===== src/rtl/bcd_updown_counter_7seg.sv =====
// Multi-digit BCD up/down counter fed by two debounced, edge-detected switches; registered active-low 7-seg per digit.
// Optional LEADING_ZERO_BLANK_EN blanks leading zero digits on o_Segments only.
module bcd_updown_counter_7seg #(
  parameter int NUM_DIGITS     = 2,
  parameter int MAX_COUNT      = 99,
  parameter int DEBOUNCE_LIMIT = 250000
) (
  input  logic                      i_Clk,
  input  logic                      i_Reset,
  input  logic                      i_Switch_Up,
  input  logic                      i_Switch_Down,
  output logic [4*NUM_DIGITS-1:0]   o_Count,
  output logic                      o_Wrap,
  output logic [7*NUM_DIGITS-1:0]   o_Segments
);

  localparam int CW = 4*NUM_DIGITS;
  localparam int SW = 7*NUM_DIGITS;
  localparam int DW = (DEBOUNCE_LIMIT > 1) ? $clog2(DEBOUNCE_LIMIT) : 1;
  localparam logic [DW-1:0] DB_LAST = DW'(DEBOUNCE_LIMIT - 1);

  function automatic logic [CW-1:0] to_bcd(input int value);
    int v;
    v = value;
    to_bcd = '0;
    for (int k = 0; k < NUM_DIGITS; k++) begin
      to_bcd[4*k +: 4] = 4'(v % 10);
      v = v / 10;
    end
  endfunction

  localparam logic [CW-1:0] MAX_BCD = to_bcd(MAX_COUNT);

  function automatic logic [6:0] seg7(input logic [3:0] d);
    case (d)
      4'd0:    seg7 = 7'b0000001;
      4'd1:    seg7 = 7'b1001111;
      4'd2:    seg7 = 7'b0010010;
      4'd3:    seg7 = 7'b0000110;
      4'd4:    seg7 = 7'b1001100;
      4'd5:    seg7 = 7'b0100100;
      4'd6:    seg7 = 7'b0100000;
      4'd7:    seg7 = 7'b0001111;
      4'd8:    seg7 = 7'b0000000;
      4'd9:    seg7 = 7'b0000100;
      default: seg7 = 7'b1111111;
    endcase
  endfunction

  logic [1:0]    w_raw;
  logic [DW-1:0] r_db_cnt [2];
  logic [1:0]    r_stable;
  logic [1:0]    r_prev;
  logic [1:0]    r_press;
  logic [CW-1:0] r_count;
  logic          r_wrap;
  logic [SW-1:0] r_seg;
  logic [CW-1:0] w_inc;
  logic [CW-1:0] w_dec;
  logic [CW-1:0] w_next_count;
  logic          w_next_wrap;
  logic [SW-1:0] w_seg;

  assign w_raw = {i_Switch_Down, i_Switch_Up};

  // Bit 0 is the up switch, bit 1 the down switch.
  always_ff @(posedge i_Clk) begin
    if (i_Reset) begin
      r_db_cnt[0] <= '0;
      r_db_cnt[1] <= '0;
      r_stable    <= '0;
      r_prev      <= '0;
      r_press     <= '0;
    end else begin
      for (int s = 0; s < 2; s++) begin
        if (w_raw[s] == r_stable[s]) begin
          r_db_cnt[s] <= '0;
        end else if (r_db_cnt[s] == DB_LAST) begin
          r_stable[s] <= w_raw[s];
          r_db_cnt[s] <= '0;
        end else begin
          r_db_cnt[s] <= r_db_cnt[s] + DW'(1);
        end
      end
      r_prev  <= r_stable;
      r_press <= r_stable & ~r_prev;
    end
  end

  always_comb begin : p_arith
    logic carry;
    logic borrow;
    w_inc  = r_count;
    w_dec  = r_count;
    carry  = 1'b1;
    borrow = 1'b1;
    for (int k = 0; k < NUM_DIGITS; k++) begin
      if (carry) begin
        if (r_count[4*k +: 4] == 4'd9) begin
          w_inc[4*k +: 4] = 4'd0;
        end else begin
          w_inc[4*k +: 4] = r_count[4*k +: 4] + 4'd1;
          carry = 1'b0;
        end
      end
      if (borrow) begin
        if (r_count[4*k +: 4] == 4'd0) begin
          w_dec[4*k +: 4] = 4'd9;
        end else begin
          w_dec[4*k +: 4] = r_count[4*k +: 4] - 4'd1;
          borrow = 1'b0;
        end
      end
    end
  end

  always_comb begin
    w_next_count = r_count;
    w_next_wrap  = 1'b0;
    case (r_press)
      2'b01: begin
        if (r_count == MAX_BCD) begin
          w_next_count = '0;
          w_next_wrap  = 1'b1;
        end else begin
          w_next_count = w_inc;
        end
      end
      2'b10: begin
        if (r_count == '0) begin
          w_next_count = MAX_BCD;
          w_next_wrap  = 1'b1;
        end else begin
          w_next_count = w_dec;
        end
      end
      default: ;
    endcase
  end

  always_ff @(posedge i_Clk) begin
    if (i_Reset) begin
      r_count <= '0;
      r_wrap  <= 1'b0;
    end else begin
      r_count <= w_next_count;
      r_wrap  <= w_next_wrap;
    end
  end

  // Scan from the most significant digit; digit 0 always shows its glyph.
  always_comb begin : p_decode
    logic lead;
    w_seg = '0;
    lead  = 1'b1;
    for (int k = NUM_DIGITS - 1; k >= 0; k--) begin
      w_seg[7*k +: 7] = seg7(r_count[4*k +: 4]);
`ifdef LEADING_ZERO_BLANK_EN
      if (k > 0 && lead && r_count[4*k +: 4] == 4'd0) begin
        w_seg[7*k +: 7] = 7'b1111111;
      end else begin
        lead = 1'b0;
      end
`else
      lead = 1'b0;
`endif
    end
  end

  always_ff @(posedge i_Clk) begin
    if (i_Reset) begin
      r_seg <= {NUM_DIGITS{7'b0000001}};
    end else begin
      r_seg <= w_seg;
    end
  end

  assign o_Count    = r_count;
  assign o_Wrap     = r_wrap;
  assign o_Segments = r_seg;

endmodule

===== config.mk =====
export PLATFORM = sky130hd
export DESIGN_NAME = bcd_updown_counter_7seg
export DESIGN_NICKNAME = d
export VERILOG_FILES = /design/src/rtl/bcd_updown_counter_7seg.sv
export SDC_FILE = /design/constraint.sdc
export NUM_CORES = 1
export LEC_CHECK = 0
export ABC_AREA = 1
export BUFFER_PORTS_ARGS = -buffer_cell sky130_fd_sc_hd__buf_2
export CORE_MARGIN = 2
export CORE_UTILIZATION = 60
export DETAILED_ROUTE_END_ITERATION = 10
export HOLD_SLACK_MARGIN = 0.1
export PLACE_DENSITY = 0.83
export SETUP_SLACK_MARGIN = 0.05
export SLEW_MARGIN = 10
export SYNTH_ARGS = -nofsm -noshare
export SYNTH_HDL_FRONTEND = slang
export SYNTH_SLANG_ARGS = --single-unit
export TNS_END_PERCENT = 50

===== constraint.sdc =====
create_clock -name i_Clk -period 1.75 [get_ports i_Clk]
set_input_delay 0.0875 -clock i_Clk [delete_from_list [all_inputs] [get_ports i_Clk]]
set_output_delay 0.0875 -clock i_Clk [all_outputs]
set_load 0.02 [all_outputs]

---- Word level (Yosys, flattened, before mapping) ----
Memory sizes are Yosys's and may differ from the RTL's. A register that Yosys moved wholly into a read port is not among the register bits.
Index checks and enable logic that the tools add are counted.
operators by class
  multipliers ............................. 0
  bitwise logic cells ..................... 10
  mux-type cells .......................... 44
  reductions and logical operators ........ 7
  equal/unequal tests ..................... 11
  shifts and indexed selects .............. 0
  div/mod/pow operators ................... 0
  $add $sub $neg .......................... 6
  order comparisons ....................... 0
operators by type and width
  operator               count
  $mux 18                6
  $add 18x1->18 const B  2
  $eq 18x18->1 const B   2
  $mux 1                 28
  $mux 4                 6
  $mux 8                 2
  $pmux 8 s2             1
  $add 4x1->4 const B    2
  $eq 4x4->1 const B     2
  $eq 8x8->1 const B     1
  $logic_not 4->1        2
  $logic_not 8->1        1
  $sub 4x1->4 const B    2
  $ne 3x3->1 const B     2
  $or 1x1->1             6
  $reduce_and 2->1       2
  $reduce_and 3->1       1
  $and 2x2->2            1
  $eq 1x1->1             2
  $eq 2x1->1 const B     1
  $eq 2x2->1 const B     1
  $not 1->1              2
  $not 2->2              1
  $pmux 1 s2             1
  $reduce_bool 2->1      1
storage, ports and cells
  latch bits .............................. 0
  bits in read-only memories .............. 224
  memories ................................ 3
  register bits ........................... 15
  RAM bits ................................ 36
  output and inout bits ................... 23
memory list
  name              depth  bits a word  read ports  clocked after memory_dff  wr ports  RTL line  RTL
  (name not given)  16     7            1           1                         0         35        case (d)
  (name not given)  16     7            1           1                         0         35
  r_db_cnt          2      18           2           0                         2         51        logic [DW-1:0] r_db_cnt [2];

---- Longest topological paths before layout ----
An unclocked memory read counts as a cell.
  depth after elaboration ................. 8
  mapped depth ............................ 9

---- Worst setup path before layout ----
OpenSTA, ideal clock, no wires.
  path kind ............................... register to register
  start point ............................. register r_count[4], in the netlist o_Count[4]
  end point ............................... register r_count[6], in the netlist o_Count[6]
  path slack .............................. 0.209 ns
  stages on the path, launching flop included .. 7
  path buffers ............................ 0
  required time ........................... 1.686 ns
  arrival time ............................ 1.478 ns
  library setup time ...................... 0.064 ns
  path through ............................ dfxtp_1 -> inv_1 -> ha_1 -> ha_1 -> o21ai_0 -> nor2_1 -> nor2_1
on the way
  longest elaborated chain between the ends .. 5
ends and longest elaborated chain
  element                              RTL line  RTL
  start, declared                      55        logic [CW-1:0] r_count;
  start signal, assigned               146       r_count <= w_next_count;
  $sub 4x1->4 (tied with other cells)  110       w_dec[4*k +: 4] = r_count[4*k +: 4] - 4'd1;
  $mux 4, on equally long branches     107, 99
  $mux 4, on equally long branches     106, 98
  $mux 8, on equally long branches     130, 122
  $pmux 8 s2                           120       case (r_press)
Parallel ways exist; a longest one is shown, timed or not. The select of a mux whose other input is x is not followed.
A chain may end at the register's enable or synchronous reset.

==> flow_summary.ini <==
[die]
initial_core_util_pct = 62.6
die_w_um = 83.0
io_pins = 27
dieArea_mm2 = 0.00689
die-height_um = 83.0
rows = 28
coreArea_mm2 = 0.00599

[power_and_ir_drop]
combPwrFrac_pct = 5.4
p_per_area_mw_per_mm2 = 761
p_int_mw = 2.55
p_seq_share_pct = 52.0
clkPwrFrac_pct = 42.6
power.leakage_nw = 1.88
max-vdd-ir-drop_mv = 0.712
switching_power_uw = 733
power.total_mw = 3.28
switching_share_pct = 22.3

[routing]
vias = 3262
vias_per_cell = 5.21
wl_um = 7930
wl_per_cell_um = 12.7
drc = 0
ant_nets = 0
drt_iter0_drc = 125
drt_pass1_iterations = 5

[final_layout]
area_growth_pct = 15.2
layout-drive-gt1-share_pct = 14.7
fillers = 461
stdcell_count = 626
stdcell_area_mm2 = 0.00432
multi_input_area_mm2 = 0.00193
seq_area_mm2 = 0.00166
antennaDiodeCount = 0
final_nets = 564

[timing]
finalSetupTns_ns = 0
setup_viol = 0
fin_crit_ns = 1.62
tightest_slew_ns = 0.525
clock.fmax_mhz = 618
rsz0062_at_grt = true
fin_crit_sh_pct = 92.4
hold_violations = 0
slew_headroom_pct = 64.7
skew_ns = 0.00651
slew_violations = 0
hold-worst-slack_ns = 0.132

[critical_path]
crit_required_ns = 1.94
path_cells = ha_1 -> nand2_2 -> nor2_4 -> nand3_2 -> nor2_4 -> nor2_4 -> clkinv_4 -> nor2_1
critPathLaunchType = flop
reg2reg_depth = 8
cp_num_cells = 8
rrSetupSlack_ns = 0.13
critical-path-slowest-cell = edfxtp_1
worstPathArrival_ns = 1.81
r2r-end = r_db_cnt[0][10]
crit_buf_inv = 1
crit_type = reg2reg
cpMostUsedCell = nor2_4
cp_slowest_stage_delay_ns = 0.39
worstPathMaxFanout = 8
r2r_start = r_db_cnt[0][0]
endpoint_kind = flop
cp-endpoint = r_db_cnt[0][10]
cp_top_family = simple AND/OR/NAND/NOR gates
crit_path_start = r_db_cnt[0][0]

[clock_network]
clkSlewWorstSetupHoldPaths_ns = 0.07
clk_latency_ns = 0.33
clockBufferDepth = 2
cts_tree = done
clkSinkCount = 65
cts_buffers = 9
htree_levels = 3
cts-root-buf = clkbuf_8

[run]
maxCapViolations = 0

[min_path]
hp-class = in2reg
hold_path.startpoint = i_Switch_Down

[global_route]
first_global_vias = 3155
grt_use_total_pct = 23.6
antenna_found_initial = 0
grt_max_degree = 20
grt_overflow = 0
grt_pass1_wl_um = 13400

[synth]
syn-instance-count = 474
synthMuxAreaShare_pct = 0
ys_seq_area_share_pct = 44.3
synth_compound_area_share_pct = 8.48
synth_ff_type = edfxtp_1
synth_xor_area_share_pct = 3.97
synth-adder-area-share_pct = 4.67
syn_avg_cell_area_um2 = 7.91
async_flop_share_pct = 0
synth_edf_count = 36
synth.area.top_cells = edfxtp_1 (29%), dfxtp_1 (15%), nand2_1 (11%)
netlist.area_leader.share_pct = 28.8
synth_top_family_by_area = simple AND/OR/NAND/NOR gates
ys_warn_count = 0
ys_ff_latch = 65
ys_types = 37
synth_area_mm2 = 0.00375
yosysTopAreaCell = edfxtp_1
synth-simple-area-share_pct = 30.6

[placement]
dpl_cell_area_mm2 = 0.00407
placed_cells = 607
hpwlAfterDp_um = 5800
portBuffers = 26
gp_congestion = 0.970

[status]
status = finished clean
cells in the final DEF (no fill, tap or decap), drive strengths merged, types with 2 or more instances in the layout:
cell    instances
conb           36
o211ai          4
bufinv          2
inv            59
xnor2           5
o21ai          21
clkbuf         10
nor3            5
clkinv          4
a21oi          28
nor2           90
buf            32
or2             6
nand4           8
edfxtp         36
nand3          35
xor2           12
ha             14
dfxtp          29
nand2         107
worst min-delay path by stage:
stage / endpoint / slack, ns / cells past startpoint
6_report: r_stable[1] / 0.13 / 5
5_1_grt: r_stable[1] / 0.15 / 5
4_1_cts: r_stable[1] / 0.12 / 5
3_5_place_dp: r_press[0] / 0.39 / 1
3_3_place_gp: r_press[1] / 0.38 / 1
2_1_floorplan: o_Segments[13] / 0.28 / 2
area by class of cell:
class | count | area share (%)
Multi-Input combinational cell | 378 | 44.7
Sequential cell | 65 | 38.5
Inverter | 58 | 5.16
Timing Repair Buffer | 33 | 4.29
Clock buffer | 10 | 3.19
Tap cell | 75 | 2.17
Clock inverter | 6 | 1.86
Timing Repair inverter | 1 | 0.145
synth_stat cells, types with 2 or more instances:
master    count
a21oi_1      27
buf_2         2
buf_6         3
dfxtp_1      29
edfxtp_1     36
ha_1         14
inv_1        53
inv_2         4
nand2_1     105
nand2_2       2
nand3_1      31
nand3_2       4
nand4_1       8
nor2_1       73
nor2_2       10
nor2_4        7
nor3_1        5
o211ai_1      4
o21ai_0      17
o21ai_1       4
or2_0         3
or2_2         3
xnor2_1       5
xor2_1       12
sequential cells by signal (all words and copies together), names as in the netlist:
name / cells
o_Wrap: 1
r_stable: 2
o_Count: 8
r_prev: 2
r_press: 2
o_Segments: 14
r_db_cnt: 36
through the flow:
stage                     util, %  setup WS [ns]
after global routing         72.0         0.0212
after detailed placement     67.9         0.0417
after CTS                    71.7         0.0723
after global placement       67.9          0.144
after floorplan                 -          0.209
final                        72.0          0.133
worst register-to-register path: stages, from the launching register on:
cell,delay [ns]
edfxtp_1,0.39
ha_1,0.25
nand2_2,0.10
nor2_4,0.06
nand3_2,0.09
nor2_4,0.05
nor2_4,0.26
clkinv_4,0.15
nor2_1,0.13
routing by layer:
metal | routed length (µm) | global-route usage, % | vias up
met3 | 370 | 6.16 | 8
met1 | 3490 | 28.8 | 1503
met5 | 0 | 0 | -
met2 | 3990 | 40.0 | 104
met4 | 80 | 8.94 | 0
li1 | - | - | 1647
logic make-up (layout without fill, tap and decap cells):
kind of cell,after synthesis,in the layout
buffers and inverters,66,108
adders and majority gates,14,14
AOI/OAI and AO/OA,58,58
xor gates and xnor gates,17,17
DFF,65,65
and+or+nand+nor,253,253
other,1,36
power groups by stage:
stage	sequential (mW)	clock (mW)	combinational (mW)
finish	1.71	1.40	0.177
detailed placement	1.74	0	0.166
global route	1.71	1.50	0.201
floorplan	1.73	0	0.139
CTS	1.71	1.43	0.170
global placement	1.74	0	0.159
timing repair:
action,CTS,global route
endpoints found under the setup margin,2,33
resized for setup,1,4
setup buffers,0,1
hold endpoints to repair,1,0
hold buffers,1,0
pin swaps,0,1
gates cloned,0,1
(Power assumes the default switching activity.)
